<file path="src/rtl/fpu_issue_pkg.sv">
// Shared types for the FPU issue controller: op encoding and FSM states.
package fpu_issue_pkg;

  typedef enum logic [1:0] {
    FPU_ADD = 2'b00,
    FPU_SUB = 2'b01,
    FPU_MUL = 2'b10,
    FPU_DIV = 2'b11
  } fpu_op_e;

  typedef enum logic [1:0] {
    S_IDLE  = 2'b00,
    S_START = 2'b01,
    S_WAIT  = 2'b10,
    S_WB    = 2'b11
  } fpu_state_e;

  localparam logic [1:0] FPU_OP_DIV = 2'b11;

endpackage

</file>
<file path="src/rtl/fpu_wb_arbiter.sv">
// Regfile write-port mux: ALU always wins; a displaced FPU result parks in a
// one-entry hold register and drains on the first ALU-free cycle.
module fpu_wb_arbiter #(
  parameter int DATA_W  = 16,
  parameter int RADDR_W = 4
) (
  input  logic               clk,
  input  logic               reset,
  input  logic               alu_wr_en,
  input  logic [RADDR_W-1:0] alu_wr_addr,
  input  logic [DATA_W-1:0]  alu_wr_data,
  input  logic               fpu_wr,
  input  logic               fpu_cap,
  input  logic [2:0]         fpu_dst,
  input  logic [DATA_W-1:0]  fpu_result,
  output logic               rf_wr_en,
  output logic [RADDR_W-1:0] rf_wr_addr,
  output logic [DATA_W-1:0]  rf_wr_data
);

  logic              hold_vld;
  logic [DATA_W-1:0] hold_data;
  logic [RADDR_W-1:0] fpu_addr;

  assign fpu_addr = {{(RADDR_W-3){1'b0}}, fpu_dst};

  always_ff @(posedge clk) begin
    if (reset) begin
      hold_vld  <= 1'b0;
      hold_data <= '0;
    end else if (fpu_cap) begin
      hold_vld  <= 1'b1;
      hold_data <= fpu_result;
    end else if (hold_vld && !alu_wr_en) begin
      hold_vld  <= 1'b0;
    end
  end

  // FPU-sourced writes are suppressed under reset so an abandoned op never lands.
  always_comb begin
    rf_wr_en   = 1'b0;
    rf_wr_addr = '0;
    rf_wr_data = '0;
    if (alu_wr_en) begin
      rf_wr_en   = 1'b1;
      rf_wr_addr = alu_wr_addr;
      rf_wr_data = alu_wr_data;
    end else if (!reset && fpu_wr) begin
      rf_wr_en   = 1'b1;
      rf_wr_addr = fpu_addr;
      rf_wr_data = fpu_result;
    end else if (!reset && hold_vld) begin
      rf_wr_en   = 1'b1;
      rf_wr_addr = fpu_addr;
      rf_wr_data = hold_data;
    end
  end

endmodule

</file>
<file path="src/rtl/fpu_issue_ctrl.sv">
// FPU issue/sequencing FSM with hazard stall and timeout.
// FPU_ISSUE_STICKY_FLAGS_EN adds flags_clr / sticky_flags accumulation.
module fpu_issue_ctrl
  import fpu_issue_pkg::*;
#(
  parameter int DATA_W      = 16,
  parameter int RADDR_W     = 4,
  parameter int TIMEOUT_CYC = 32
) (
  input  logic               clk,
  input  logic               reset,
  input  logic               issue_valid,
  input  logic [1:0]         issue_op,
  input  logic [2:0]         issue_dst,
  input  logic [RADDR_W-1:0] dec_rd_addr0,
  input  logic [RADDR_W-1:0] dec_rd_addr1,
  output logic               fpu_start,
  output logic [1:0]         fpu_op,
  input  logic               fpu_busy,
  input  logic               fpu_valid,
  input  logic [DATA_W-1:0]  fpu_result,
  input  logic [2:0]         fpu_flags,
  input  logic               alu_wr_en,
  input  logic [RADDR_W-1:0] alu_wr_addr,
  input  logic [DATA_W-1:0]  alu_wr_data,
  output logic               rf_wr_en,
  output logic [RADDR_W-1:0] rf_wr_addr,
  output logic [DATA_W-1:0]  rf_wr_data,
`ifdef FPU_ISSUE_STICKY_FLAGS_EN
  input  logic               flags_clr,
  output logic [2:0]         sticky_flags,
`endif
  output logic               stall,
  output logic               fpu_error
);

  localparam int CNT_W = $clog2(TIMEOUT_CYC);
  localparam logic [CNT_W-1:0] TO_LAST = CNT_W'(TIMEOUT_CYC - 1);

  fpu_state_e       state, state_nxt;
  fpu_op_e          op_q;
  logic [2:0]       dst_q;
  logic             pending;
  logic [CNT_W-1:0] cnt;
  logic             fpu_wr, fpu_cap;
  logic [RADDR_W-1:0] dst_ext;

  assign dst_ext = {{(RADDR_W-3){1'b0}}, dst_q};

  always_ff @(posedge clk) begin
    if (reset) begin
      state   <= S_IDLE;
      op_q    <= FPU_ADD;
      dst_q   <= '0;
      pending <= 1'b0;
      cnt     <= '0;
    end else begin
      state <= state_nxt;
      if (state == S_IDLE && state_nxt == S_START) begin
        op_q    <= fpu_op_e'(issue_op);
        dst_q   <= issue_dst;
        pending <= 1'b1;
      end else if (state != S_IDLE && state_nxt == S_IDLE) begin
        pending <= 1'b0;
      end
      if (state == S_START)     cnt <= '0;
      else if (state == S_WAIT) cnt <= cnt + 1'b1;
    end
  end

  always_comb begin
    state_nxt = state;
    fpu_start = 1'b0;
    fpu_error = 1'b0;
    fpu_wr    = 1'b0;
    fpu_cap   = 1'b0;
    case (state)
      S_IDLE:  if (issue_valid && !fpu_busy) state_nxt = S_START;
      S_START: begin
        fpu_start = 1'b1;
        state_nxt = S_WAIT;
      end
      S_WAIT: begin
        if (fpu_valid) begin
          if (alu_wr_en) begin
            fpu_cap   = 1'b1;
            state_nxt = S_WB;
          end else begin
            fpu_wr    = 1'b1;
            state_nxt = S_IDLE;
          end
        end else if (cnt == TO_LAST) begin
          fpu_error = 1'b1;
          state_nxt = S_IDLE;
        end
      end
      S_WB:    if (!alu_wr_en) state_nxt = S_IDLE;
      default: state_nxt = S_IDLE;
    endcase
  end

  // A blocked issue in IDLE (fpu_busy) also holds the front end.
  assign stall = (issue_valid && (state != S_IDLE || fpu_busy))
               | (pending && (dec_rd_addr0 == dst_ext || dec_rd_addr1 == dst_ext))
               | (state == S_START) | (state == S_WB);

  assign fpu_op = (state == S_START || state == S_WAIT) ? op_q : 2'b00;

`ifdef FPU_ISSUE_STICKY_FLAGS_EN
  always_ff @(posedge clk) begin
    if (reset)                         sticky_flags <= '0;
    else if (state == S_WAIT && fpu_valid) sticky_flags <= (flags_clr ? 3'b000 : sticky_flags) | fpu_flags;
    else if (flags_clr)                sticky_flags <= '0;
  end
`else
  logic unused_flags;
  assign unused_flags = ^fpu_flags;
`endif

  fpu_wb_arbiter #(.DATA_W(DATA_W), .RADDR_W(RADDR_W)) u_wb (
    .clk        (clk),
    .reset      (reset),
    .alu_wr_en  (alu_wr_en),
    .alu_wr_addr(alu_wr_addr),
    .alu_wr_data(alu_wr_data),
    .fpu_wr     (fpu_wr),
    .fpu_cap    (fpu_cap),
    .fpu_dst    (dst_q),
    .fpu_result (fpu_result),
    .rf_wr_en   (rf_wr_en),
    .rf_wr_addr (rf_wr_addr),
    .rf_wr_data (rf_wr_data)
  );

endmodule

</file>
<file path="config.mk">
export PLATFORM = sky130hd
export DESIGN_NAME = fpu_issue_ctrl
export DESIGN_NICKNAME = d
export VERILOG_FILES = /design/src/rtl/fpu_issue_pkg.sv /design/src/rtl/fpu_wb_arbiter.sv /design/src/rtl/fpu_issue_ctrl.sv
export SDC_FILE = /design/constraint.sdc
export NUM_CORES = 1
export LEC_CHECK = 0
export ABC_CLOCK_PERIOD_IN_PS = 2600
export CAP_MARGIN = 5
export CORE_MARGIN = 8
export CORE_UTILIZATION = 41
export CTS_CLUSTER_DIAMETER = 150
export DETAILED_ROUTE_END_ITERATION = 7
export PLACE_DENSITY_LB_ADDON = 0.15
export REMOVE_ABC_BUFFERS = 1
export SETUP_SLACK_MARGIN = 0.4
export SLEW_MARGIN = 10
export SYNTH_ARGS = -nofsm -noshare
export SYNTH_HDL_FRONTEND = slang
export SYNTH_SLANG_ARGS = --single-unit
</file>
<file path="constraint.sdc">
create_clock -name clk -period 2.6 [get_ports clk]
set_input_delay 0.52 -clock clk [delete_from_list [all_inputs] [get_ports clk]]
set_output_delay 0.52 -clock clk [all_outputs]
set_load 0.05 [all_outputs]
</file>
* Yosys cells after proc, flatten, opt, wreduce, memory -nomap -nowiden
Cells that the tools add are included.
** Storage, ports and cells
- Flip-flop bits (word level) :: 30
- Input port bits :: 58
- Logic and storage cells :: 68
- Output and inout bits :: 26
** Operators by class
- Bitwise operators :: 3
- Reductions and logical operators :: 20
- Equal/unequal tests :: 7
- Multiplexer cells :: 30
- $add $sub $neg :: 1
** Operators with widths (number)
- $mux 16 :: 3
- $mux 1 :: 17
- $mux 2 :: 6
- $eq 4x3->1 :: 2
- $logic_and 1x1->1 :: 8
- $mux 4 :: 2
- $pmux 2 s4 :: 1
- $reduce_bool 2->1 :: 3
- $add 5x1->5 const B :: 1
- $eq 5x5->1 const B :: 1
- $eq 2x1->1 const B :: 2
- $eq 2x2->1 const B :: 2
- $logic_not 2->1 :: 2
- $logic_not 1->1 :: 3
- $logic_or 1x1->1 :: 3
- $mux 3 :: 1
- $or 1x1->1 :: 3
- $reduce_or 2->1 :: 1

* Longest topological paths before layout
- Depth in word-level cells :: 8
- Mapped depth :: 8
- Gate-level depth less buffers :: 6

* Hierarchy
A second synthesis with hierarchy kept.
** Unflattened totals
- Cell total of the unflattened synthesis :: 188
- Area, all modules :: 1747.9 um2
** By module, submodules not included
- fpu_wb_arbiter :: seq. area each 340.3 um2, area an instance 997.2 um2, cells an instance 102, instances 1
- fpu_issue_ctrl :: seq. area each 260.2 um2, area an instance 750.7 um2, cells an instance 86, instances 1

* Least setup slack after synthesis
Ideal clock, no wire load.
- Path type :: register to output
- Start :: register state[0]
- End :: output rf_wr_data[0]
- Stages on the path, launching flop included :: 8
- Buffers on the path :: 1
- Data arrival time :: 2335 ps
- Required time :: 2080 ps
- Path slack :: -255 ps
- Path through :: dfxtp_1 -> inv_1 -> ha_1 -> buf_6 -> nand2_4 -> nor3b_4 -> a22oi_1 -> o21ai_0
** Between the ends
- Cells in the longest elaborated chain, start to end :: 5
** Ends and longest elaborated chain
- start: declaration :: RTL line fpu_issue_ctrl.sv:40 : fpu_state_e state, state_nxt;
- start signal: assignment :: RTL line fpu_issue_ctrl.sv:58 : state <= state_nxt;
- $eq 2x2->1 :: RTL line fpu_issue_ctrl.sv:77 : case (state)
- $mux 1 :: RTL line fpu_issue_ctrl.sv:77
- $logic_and 1x1->1 :: RTL line fpu_wb_arbiter.sv:48 : end else if (!reset && fpu_wr) begin
- $mux 16 :: RTL line fpu_wb_arbiter.sv:48
- $mux 16 :: RTL line fpu_wb_arbiter.sv:44 : if (alu_wr_en) begin
- end: declaration :: RTL line fpu_issue_ctrl.sv:28 : output logic [DATA_W-1:0] rf_wr_data,
Every way passes these cells.

* Worst setup path after layout
- Start :: register state[0]
- End :: output rf_wr_data[8]
Same word-level chain as after synthesis.

==> summary.md <==
• finished clean — run status
• 0.000933 W — Internal Power
• 0.415 ns — Least-Margin Pin Slew
• 2.08 ns — required time at the endpoint of the critical path
• 0 — reported max-cap violation count
• 34.4% — area share of the largest cell type after synthesis
• dfxtp_1 34%, nand2_1 12%, a22oi_1 6.5%, a21oi_1 5.2%, ha_1 4.3% — biggest area contributors in the synthesized netlist
• register — launching element type of the critical path
• 29.2% — combinational share of power
• true — RSZ-0062 raised after global routing
• 0.724 — gpl congestion
• 4060 um — HPWL after detailed placement
• 19.6% — global routing met1 resource utilization
• output port — Setup crit end kind
• 5 — cts bufs inserted
• 25.2% — Synth Area in Simple Gates
• 80.8% — area growth from synthesis to layout
• dfxtp_1 — cell type with the largest total area after synthesis
• 359 — number of placed cells counting well taps
• 0 — count of unresolved DRC violations after routing
• 28.6% — fraction of layout instances using a drive strength above 1
• 0.00246 ns — worst clock skew
• register to register — path class of the lowest-slack min-delay path
• 7.62 um2 — mean cell area of the mapped netlist
• 4 — largest fanout on the critical path
• 34.4% — portion of the post-synthesis area used by sequential elements
• 45 — maximum number of pins on one net before global-route repair
• yes — CTS tree
• 0 — number of enable flip-flop cells after synthesis
• 0.06 ns — clock-pin transition on the worst setup and hold timing paths
• 0 — Setup Viol. Count Final
• 28.7% — met2 demand-to-capacity share in global routing
• 0.89 ns — Reg2Reg Setup Slack
• dfxtp_1 — Main synth FF type
• 1740 um2 — total standard cell area after synthesis
• 30 — synthesis-stage register bit count
• 4 — DR pass1 iterations
• simple AND/OR/NAND/NOR gates — dominant combinational cell family by area after synthesis
• 1893 — number of global-route vias before repair
• register to output port — kind of critical path
• 5590 um — Total Wirelength
• 4.02% — multiplexer share of the synthesized area
• 0 — final slew viol count
• 6600 um2 — Die Outline Area
• 72.4% — relative max-transition margin
• 23 — std cell rows
• 4.52% — XOR/XNOR share of the synthesized area
• 6.51% — GR Util met3
• 37.0% — part of the total power dissipated in sequential elements
• 33.8% — share of total power in the clock network
• 0 — number of antenna violations at the first check in global routing
• 4.30% — post-synthesis adder-cell area fraction
• 0.00130 W — total chip power
• 1933 — routed vias
• 0 — final hold vios
• 0.000364 W — switching power
• 0 — number of nets with antenna violations after routing
• 20.9% — post-synthesis compound-gate area fraction
• 0 ns — Total Negative Setup Slacks
• 58 x nand2_1, 30 x dfxtp_1, 18 x a21oi_1, 15 x a22oi_1, 14 x o21ai_0 — most used standard cells in the synthesized netlist
• 0 — number of antenna diodes
• 0.000358 V — Peak supply drop
• 2.32 ns — Period minus WS final
• 0 — Hold-fix buffers, CTS
• 140 — Detailed Route Iter0 Violations
• 89.4% — share of the clock period used by the worst path after layout
• 0.28 ns — Worst-Skew Late Latency
• 84 — number of placed I/O pins
• 1.22 nW — static leakage
• 0 — sum of overflow across all layers after global routing
• 0 — Synthesis Warnings
• clkbuf_8 — clock tree root driver cell
• 385 — number of nets in the layout
• 2 — largest buffer count on any clock path
• 30 — number of clock sinks seen by CTS
• 81.2 um — Die Width
• 411 nW/um2 — power density over the cells
• 17.4% — Total GRT Usage
• 2 — # H-tree levels
• 80 — number of buffer cells added on primary ports
• 229 — number of instances in the synthesized netlist
• 32 — number of different library cells in the post-synthesis netlist
• 372 — number of cells in the finished layout apart from fillers
• 0% — Async S/R FF share, synth
• 15.0 um — post-DR wirelength/cell
• met2 — busiest layer in global routing
• 1.80 ns — crit path DAT
• 8910 um — first-pass GRT wire length
• 4060 um2 — area of the placeable core
• 43.0% — starting density of the core
• 5.20 — mean number of vias per cell
• 81.2 um — Die Span Y
• nand2_1 — cell with the most instances after synthesis
• 430 MHz — Peak Freq
• 28.0% — switching power share of the total
[final cells by class]
class / count / area (um2)
fillers: 286 / 903
well taps: 50 / 62.6
repair buffers: 101 / 1190
multi-input cells: 177 / 1150
flip-flops and latches: 30 / 616
inverters: 6 / 25.0
clock buffers: 8 / 110
[cells in the final DEF, fill, tap and decap left out, types with 5 or more instances in the layout]
master and count:
dfxtp_1 26, buf_12 24, buf_4 16, a22oi_1 7, a22oi_2 9, mux2i_1 7
a21oi_1 17, nor3_1 8, o21ai_1 8, dlygate4sd2_1 6, o21ai_0 9, o21ai_2 8
clkbuf_8 8, inv_1 5, nor2_1 9, nand2_1 58, clkdlybuf4s50_1 43
[power groups by stage]
stage,sequential (W),combinational [W],clock (W)
after floorplan,0.000488,0.000145,0
after global placement,0.000489,0.000359,0
after detailed placement,0.000490,0.000363,0
after CTS,0.000479,0.000369,0.000445
after global routing,0.000481,0.000400,0.000467
final,0.000480,0.000379,0.000438
[cell families (layout without fill, tap and decap cells)]
family | Yosys count | in the layout
AND/OR/NAND/NOR | 94 | 94
adder cells (fa/ha/maj) | 6 | 6
buffers and inverters | 22 | 115
flip-flops | 30 | 30
AO/OA/AOI/OAI | 61 | 61
multiplexers | 7 | 7
XOR/XNOR | 9 | 9
[through the flow]
step / instance area, um2 / hold slack (ns) / worst slack, ns / util (%)
after floorplan: 1650 / 0.430 / -0.469 / -
after global placement: 2880 / 0.441 / 0.0179 / 70.9
after detailed placement: 2880 / 0.448 / -0.0523 / 70.9
after CTS: 3080 / 0.457 / 0.263 / 76.0
after global routing: 3150 / 0.478 / 0.173 / 77.7
final: 3150 / 0.454 / 0.276 / 77.7
[path summary, 6_finish.rpt]
kind | cells after the start | end | from
setup / recovery | 9 | rf_wr_data[8] | state[0]$_SDFF_PP0_
hold / removal | 2 | u_wb.hold_data[7]$_SDFFE_PP0P_ | u_wb.hold_data[7]$_SDFFE_PP0P_
setup reg to reg | 6 | pending$_SDFFE_PP0P_ | cnt[0]$_SDFFE_PP0P_
hold reg to reg | 2 | u_wb.hold_data[7]$_SDFFE_PP0P_ | u_wb.hold_data[7]$_SDFFE_PP0P_
[layer usage]
layer	vias up	share of wire [%]
met2	73	48
met3	6	8.1
li1	969	-
met5	-	0
met1	885	42
met4	0	1.6
[what timing repair did]
action                                  4_1_cts  5_1_grt
gates resized for setup                      58       15
gates cloned                                  1        0
buffers inserted                              4        0
pin swaps                                    17       12
endpoints found under the hold margin         0        0
endpoints found under the setup margin       25       20
[flip-flops by register name (all words and copies together), names as in the netlist]
signal,count
u_wb.hold_vld,1
state,2
cnt,5
dst_q,3
pending,1
u_wb.hold_data,16
op_q,2
[worst max-delay path, cell delays in order, from the launching register on]
cell	delay [ns]
dfxtp_4	0.36
inv_4	0.04
ha_4	0.15
nand2_4	0.08
nor3b_4	0.24
buf_4	0.16
buf_6	0.11
a22oi_2	0.06
o21ai_2	0.17
buf_12	0.16
(Power assumes the default switching activity.)
==> patch 1 (same flow settings) <==
`DATA_W` is set to 16 in 2 places; all go to 14.
--- a/src/rtl/fpu_wb_arbiter.sv
+++ b/src/rtl/fpu_wb_arbiter.sv
@@ -1,7 +1,7 @@
 // Regfile write-port mux: ALU always wins; a displaced FPU result parks in a
 // one-entry hold register and drains on the first ALU-free cycle.
 module fpu_wb_arbiter #(
-  parameter int DATA_W  = 16,
+  parameter int DATA_W  = 14,
   parameter int RADDR_W = 4
 ) (
   input  logic               clk,
--- a/src/rtl/fpu_issue_ctrl.sv
+++ b/src/rtl/fpu_issue_ctrl.sv
@@ -3,7 +3,7 @@
 module fpu_issue_ctrl
   import fpu_issue_pkg::*;
 #(
-  parameter int DATA_W      = 16,
+  parameter int DATA_W      = 14,
   parameter int RADDR_W     = 4,
   parameter int TIMEOUT_CYC = 32
 ) (
Ports: changed (resized alu_wr_data, fpu_result and rf_wr_data); port bits go from 84 to 78. No check against the original RTL was run, so the function may have changed too.
==> patch 1 against the original RTL <==
  * Routed wire length down 13%
  * Maximum frequency down 0.80%
  * Non-clock buffer count shrank 9
  * Power shrank 12%
  * Area after synthesis down 5.1%
  * Design area down 7.2%
  * Critical path depth fell by 1
  * First-iteration DRC count is 51% lower
  * Largest power group unchanged
  * Die area is 4.1% lower
  * Setup slack lost 0.019 ns
  * Via count shrank 8.4%
  * Sequential cell count fell by 2
==> patch 1: results (changes against the original RTL) <==
- The standard cell area after detailed placement is 2690 um2 (-6.7%).
- The slew at the pin closest to its max-slew limit is 0.412 ns (-0.00260 ns).
- The run finished with clean final reports.
- The count of buffers from port buffering is 74 (-7.5%).
- The via count of the first global-routing pass is 1753 (-7.4%).
- The total leakage power is 0.00113 uW (-7.4%).
- The wire length of the first global-routing pass is 7890 um (-12%).
- The slack of the worst reg-to-reg path is 1.02 ns (+0.13 ns).
- The worst IR drop on VDD was 309 uV (-13%).
- The peak fanout along the critical path is 6 (+2).
- The post-synthesis cell type count is 33 (+3.1%).
- The placer's final routability congestion estimate is 0.759 (+4.8%).
- The detailed-placement wirelength estimate is 3470 um (-15%).
- The H-tree depth came to 1 (-1).
- By area the synthesized netlist is led by dfxtp_1, nand2_1, a22oi_1.
- The number of clock buffers inserted by TritonCTS came to 3 (-2).
- The share of final-layout standard cells stronger than drive strength 1 is 0.302 (+0.0160).
- The per-instance average area after synthesis is 7.74 um2 (+1.6%).
- The number of violations reported at the end of detailed-routing iteration 0 is 68 (-51%).
- The number of iterations in the first detailed-routing pass is 6 (+2).
- The mean number of vias per cell is 5.13 (-1.3%).
- The global routing usage summed across all routing layers is 0.150 (-0.0238).
- The share of async-settable or async-resettable flops after synthesis is 0 (unchanged).
- Sorting the synthesized cells by how often they occur yields nand2_1, dfxtp_1, a21oi_1.
- The final-stage net count is 356 (-7.5%).
- The number of cells in the design after placement is 336 (-6.4%).
- The largest registers in the layout are u_wb.hold_data (14), cnt (5), dst_q (3).
- The post-route non-filler standard cell count came to 345 (-7.3%).
- The number of antenna violations at the first check in global routing was 0 (unchanged).
- The routed wire length is 4850 um (-13%).
- The pin count of the biggest net entering global routing is 41 (-8.9%).
- The final worst clock skew is 0.00572 ns (+0.00325 ns).
- The clock transition time at the flip-flop clock pins of the worst setup and hold paths is 0.10 ns (+0.04 ns).
- The portion of the post-synthesis area used by sequential elements is 0.339 (-0.00571).
- The arrival time at the worst endpoint is 1.82 ns (+0.02 ns).
- The power density over the cells was 392 nW/um2 (-4.7%).
[patch 1: final timing paths]
check,start,end,cells past startpoint
max,state[0]$_SDFF_PP0_,rf_wr_data[7],8
max reg2reg,state[0]$_SDFF_PP0_,state[0]$_SDFF_PP0_,8
min,u_wb.hold_data[3]$_SDFFE_PP0P_,u_wb.hold_data[3]$_SDFFE_PP0P_,2
min reg2reg,u_wb.hold_data[3]$_SDFFE_PP0P_,u_wb.hold_data[3]$_SDFFE_PP0P_,2
[patch 1: layer usage]
| layer | vias to the layer above | routed length (um) | GRT usage |
|---|---|---|---|
| met5 | - | 0 | 0 |
| met2 | 58 | 2350 | 0.258 |
| li1 | 896 | - | - |
| met4 | 0 | 46 | 0.0444 |
| met3 | 4 | 388 | 0.0462 |
| met1 | 812 | 2060 | 0.172 |
[patch 1: repair_timing]
item	in CTS	in global routing
hold buffers	0	0
pin swaps	22	9
setup endpoints to repair	23	19
buffers inserted	3	1
gates cloned	1	0
resized for setup	67	9
[patch 1: logic make-up after synthesis]
family          Yosys count  synth area share
buf+inv                  21            0.0703
compound gates           55             0.204
fa+ha+maj                 6            0.0454
simple gates             88             0.252
xor+xnor                  9            0.0476
flops                    28             0.339
mux                       7            0.0423
[patch 1: through the flow]
stage	utilization	setup WS, ns	hold slack [ns]
floorplan	-	-0.413	0.430
global placement	0.681	-0.0570	0.439
detailed placement	0.681	-0.0751	0.446
CTS	0.731	0.259	0.460
global route	0.742	0.175	0.484
finish	0.742	0.257	0.455
[patch 1: final cells by class]
cell class              instances  area, um2
clock buffers                   3       41.3
flip-flops and latches         28        571
clock inverters                 1       30.0
well taps                      50       62.6
inverters                       6       25.0
repair buffers                 92       1090
fillers                       295       1020
multi-input cells             165       1100
[patch 1: power breakdown]
| group | internal, uW | leakage (uW) | switching, uW | total [uW] |
|---|---|---|---|---|
| registers | 439 | 0.000229 | 9.90 | 449 |
| logic | 184 | 0.000867 | 171 | 355 |
| clock network | 206 | 0.0000357 | 136 | 342 |
[patch 1: critical path, cell delays in order (launching register included)]
cell and delay (ns):
dfxtp_4 0.38, inv_4 0.04, ha_4 0.16, nand2_4 0.09, nor3b_4 0.28, buf_6 0.18, a22oi_2 0.07, o21ai_2 0.19
buf_12 0.16
==> patch 2 (same settings) <==
Made on the original files. Put a register stage on the output `fpu_error`, with the module's reset. The value now appears one clock later. The other outputs are not delayed to match.
--- a/src/rtl/fpu_issue_ctrl.sv
+++ b/src/rtl/fpu_issue_ctrl.sv
@@ -37,6 +37,8 @@
   localparam int CNT_W = $clog2(TIMEOUT_CYC);
   localparam logic [CNT_W-1:0] TO_LAST = CNT_W'(TIMEOUT_CYC - 1);
 
+  logic fpu_error_d;
+
   fpu_state_e       state, state_nxt;
   fpu_op_e          op_q;
   logic [2:0]       dst_q;
@@ -71,7 +73,7 @@
   always_comb begin
     state_nxt = state;
     fpu_start = 1'b0;
-    fpu_error = 1'b0;
+    fpu_error_d = 1'b0;
     fpu_wr    = 1'b0;
     fpu_cap   = 1'b0;
     case (state)
@@ -90,7 +92,7 @@
             state_nxt = S_IDLE;
           end
         end else if (cnt == TO_LAST) begin
-          fpu_error = 1'b1;
+          fpu_error_d = 1'b1;
           state_nxt = S_IDLE;
         end
       end
@@ -132,5 +134,13 @@
     .rf_wr_data (rf_wr_data)
   );
 
+  always_ff @(posedge clk) begin
+    if (reset) begin
+      fpu_error <= '0;
+    end else begin
+      fpu_error <= fpu_error_d;
+    end
+  end
+
 endmodule
 
Function: no difference found for any inputs over 10 cycles, from zero or initial values and one cycle with reset high; that may be too few to reach the edited logic, so the function may still have changed.
==> patch 2 against the original RTL <==
  * Register-to-register slack gained 0.06 ns
  * Critical path depth stayed put
  * Maximum frequency decreased by 2.3%
  * Synthesized cell count rose by 7.4%
  * Utilization decreased by 3.6 points
  * Sequential cell count up 1
  * Setup slack lost 0.056 ns
  * Count of clock-buffer cells in the layout stayed put
  * Largest cell class unchanged
  * Design area is 8.8% higher
  * First-iteration DRC count shrank 4.3%
  * Area after synthesis grew 10%
  * Routed wire length rose by 6.6%
Power is not compared: it rests on default switching activity, and its combinational part moved more than twofold at a synthesized area within 25%.
==> patch 2: results (changes against the original RTL) <==
- The final instance area is 3430 um2 (+8.8%).
- The area occupied by registers came to 626 um2 (+1.6%).
- The arrival time at the worst endpoint came to 1.86 ns (+0.06 ns).
- The multi-input combinational gate total is 191 (+7.9%).
- The clock-cell share of area is 0.0292 (-0.00574).
- The share of cell area taken by multi-input logic gates is 0.378 (+0.0139).
- After synthesis, the most frequently instantiated cells are nand2_1, dfxtp_1, a21oi_1.
- The global routing usage summed across all routing layers is 0.167 (-0.00712).
- The source of the worst hold timing path is u_wb.hold_data[4]$_SDFFE_PP0P_.
- The routed wire length is 5960 um (+6.6%).
- The mean number of vias per cell is 5.14 (-1.1%).
- The final-stage net count was 412 (+7.0%).
- The standard cell area after detailed placement came to 3050 um2 (+6.0%).
- The minimum clock period was 2.38 ns (+0.0559 ns).
- The most critical setup path has its endpoint at rf_wr_en.
- The portion of the layout cell area used by non-clock buffers is 0.385 (+0.00732).
- The detailed-placement wirelength estimate is 4170 um (+2.6%).
- The cell at the slowest stage of the critical path is or3_4.
- The wire length per cell was 14.8 um (-1.6%).
- The placer's final routability congestion estimate is 0.783 (+8.1%).
- The portion of the post-synthesis area used by sequential elements is 0.322 (-0.0223).
- The via count of the first global-routing pass is 2111 (+12%).
- The minimum setup slack after placement is -0.0823 ns (-0.0300 ns).
- The non-clock buffer count in the final layout is 114 (+13%).
- The pin count of the biggest net entering global routing was 39 (-13%).
- The number of non-clock inverters is 5 (-1).
- The run finished with clean final reports.
- The filler cell count was 339 (+19%).
- The area added between synthesis and finish is 78.1%.
- The number of violations reported at the end of detailed-routing iteration 0 is 134 (-4.3%).
[patch 2: changes by cell type after synthesis, moves of 4 or more]
cell,before,now
a22oi_1,15,0
xnor2_1,5,1
a21oi_1,18,26
xor2_1,4,8
and3_1,2,18
nand2_1,58,54
a21oi_2,0,10
[patch 2: per-layer routing]
layer  GRT usage  vias to the layer above  share of wire
met5           0                        -              0
met4      0.0696                        0          0.017
met3      0.0488                        7          0.064
met2       0.287                       60           0.49
met1       0.186                      953           0.43
li1            -                     1052              -
[patch 2: worst min path at each step]
stage	end	cells past startpoint	slack (ns)
finish	u_wb.hold_data[4]$_SDFFE_PP0P_	2	0.45
detailed placement	u_wb.hold_data[15]$_SDFFE_PP0P_	2	0.44
CTS	u_wb.hold_data[4]$_SDFFE_PP0P_	2	0.45
floorplan	u_wb.hold_data[0]$_SDFFE_PP0P_	2	0.43
global route	u_wb.hold_data[8]$_SDFFE_PP0P_	2	0.47
global placement	u_wb.hold_data[4]$_SDFFE_PP0P_	2	0.43
[patch 2: cell families (layout without fill, tap and decap cells)]
group,after synthesis,after routing,synth area share
compound gates,68,68,0.217
fa+ha+maj,6,6,0.0390
buf+inv,24,127,0.0779
flops,31,31,0.322
xor+xnor,9,9,0.0409
simple gates,101,101,0.267
mux,7,7,0.0364
[patch 2: power by group]
part           switching, uW  leakage, uW  internal (uW)  total [uW]
logic                    546      0.00112            522        1070
clock network            170    0.0000515            241         411
registers               50.0     0.000252            546         596
[patch 2: repair_timing]
item | in CTS | in global routing
buffers inserted | 9 | 3
pin swaps | 15 | 11
gates cloned | 1 | 0
endpoints found under the setup margin | 24 | 22
resized for setup | 63 | 17
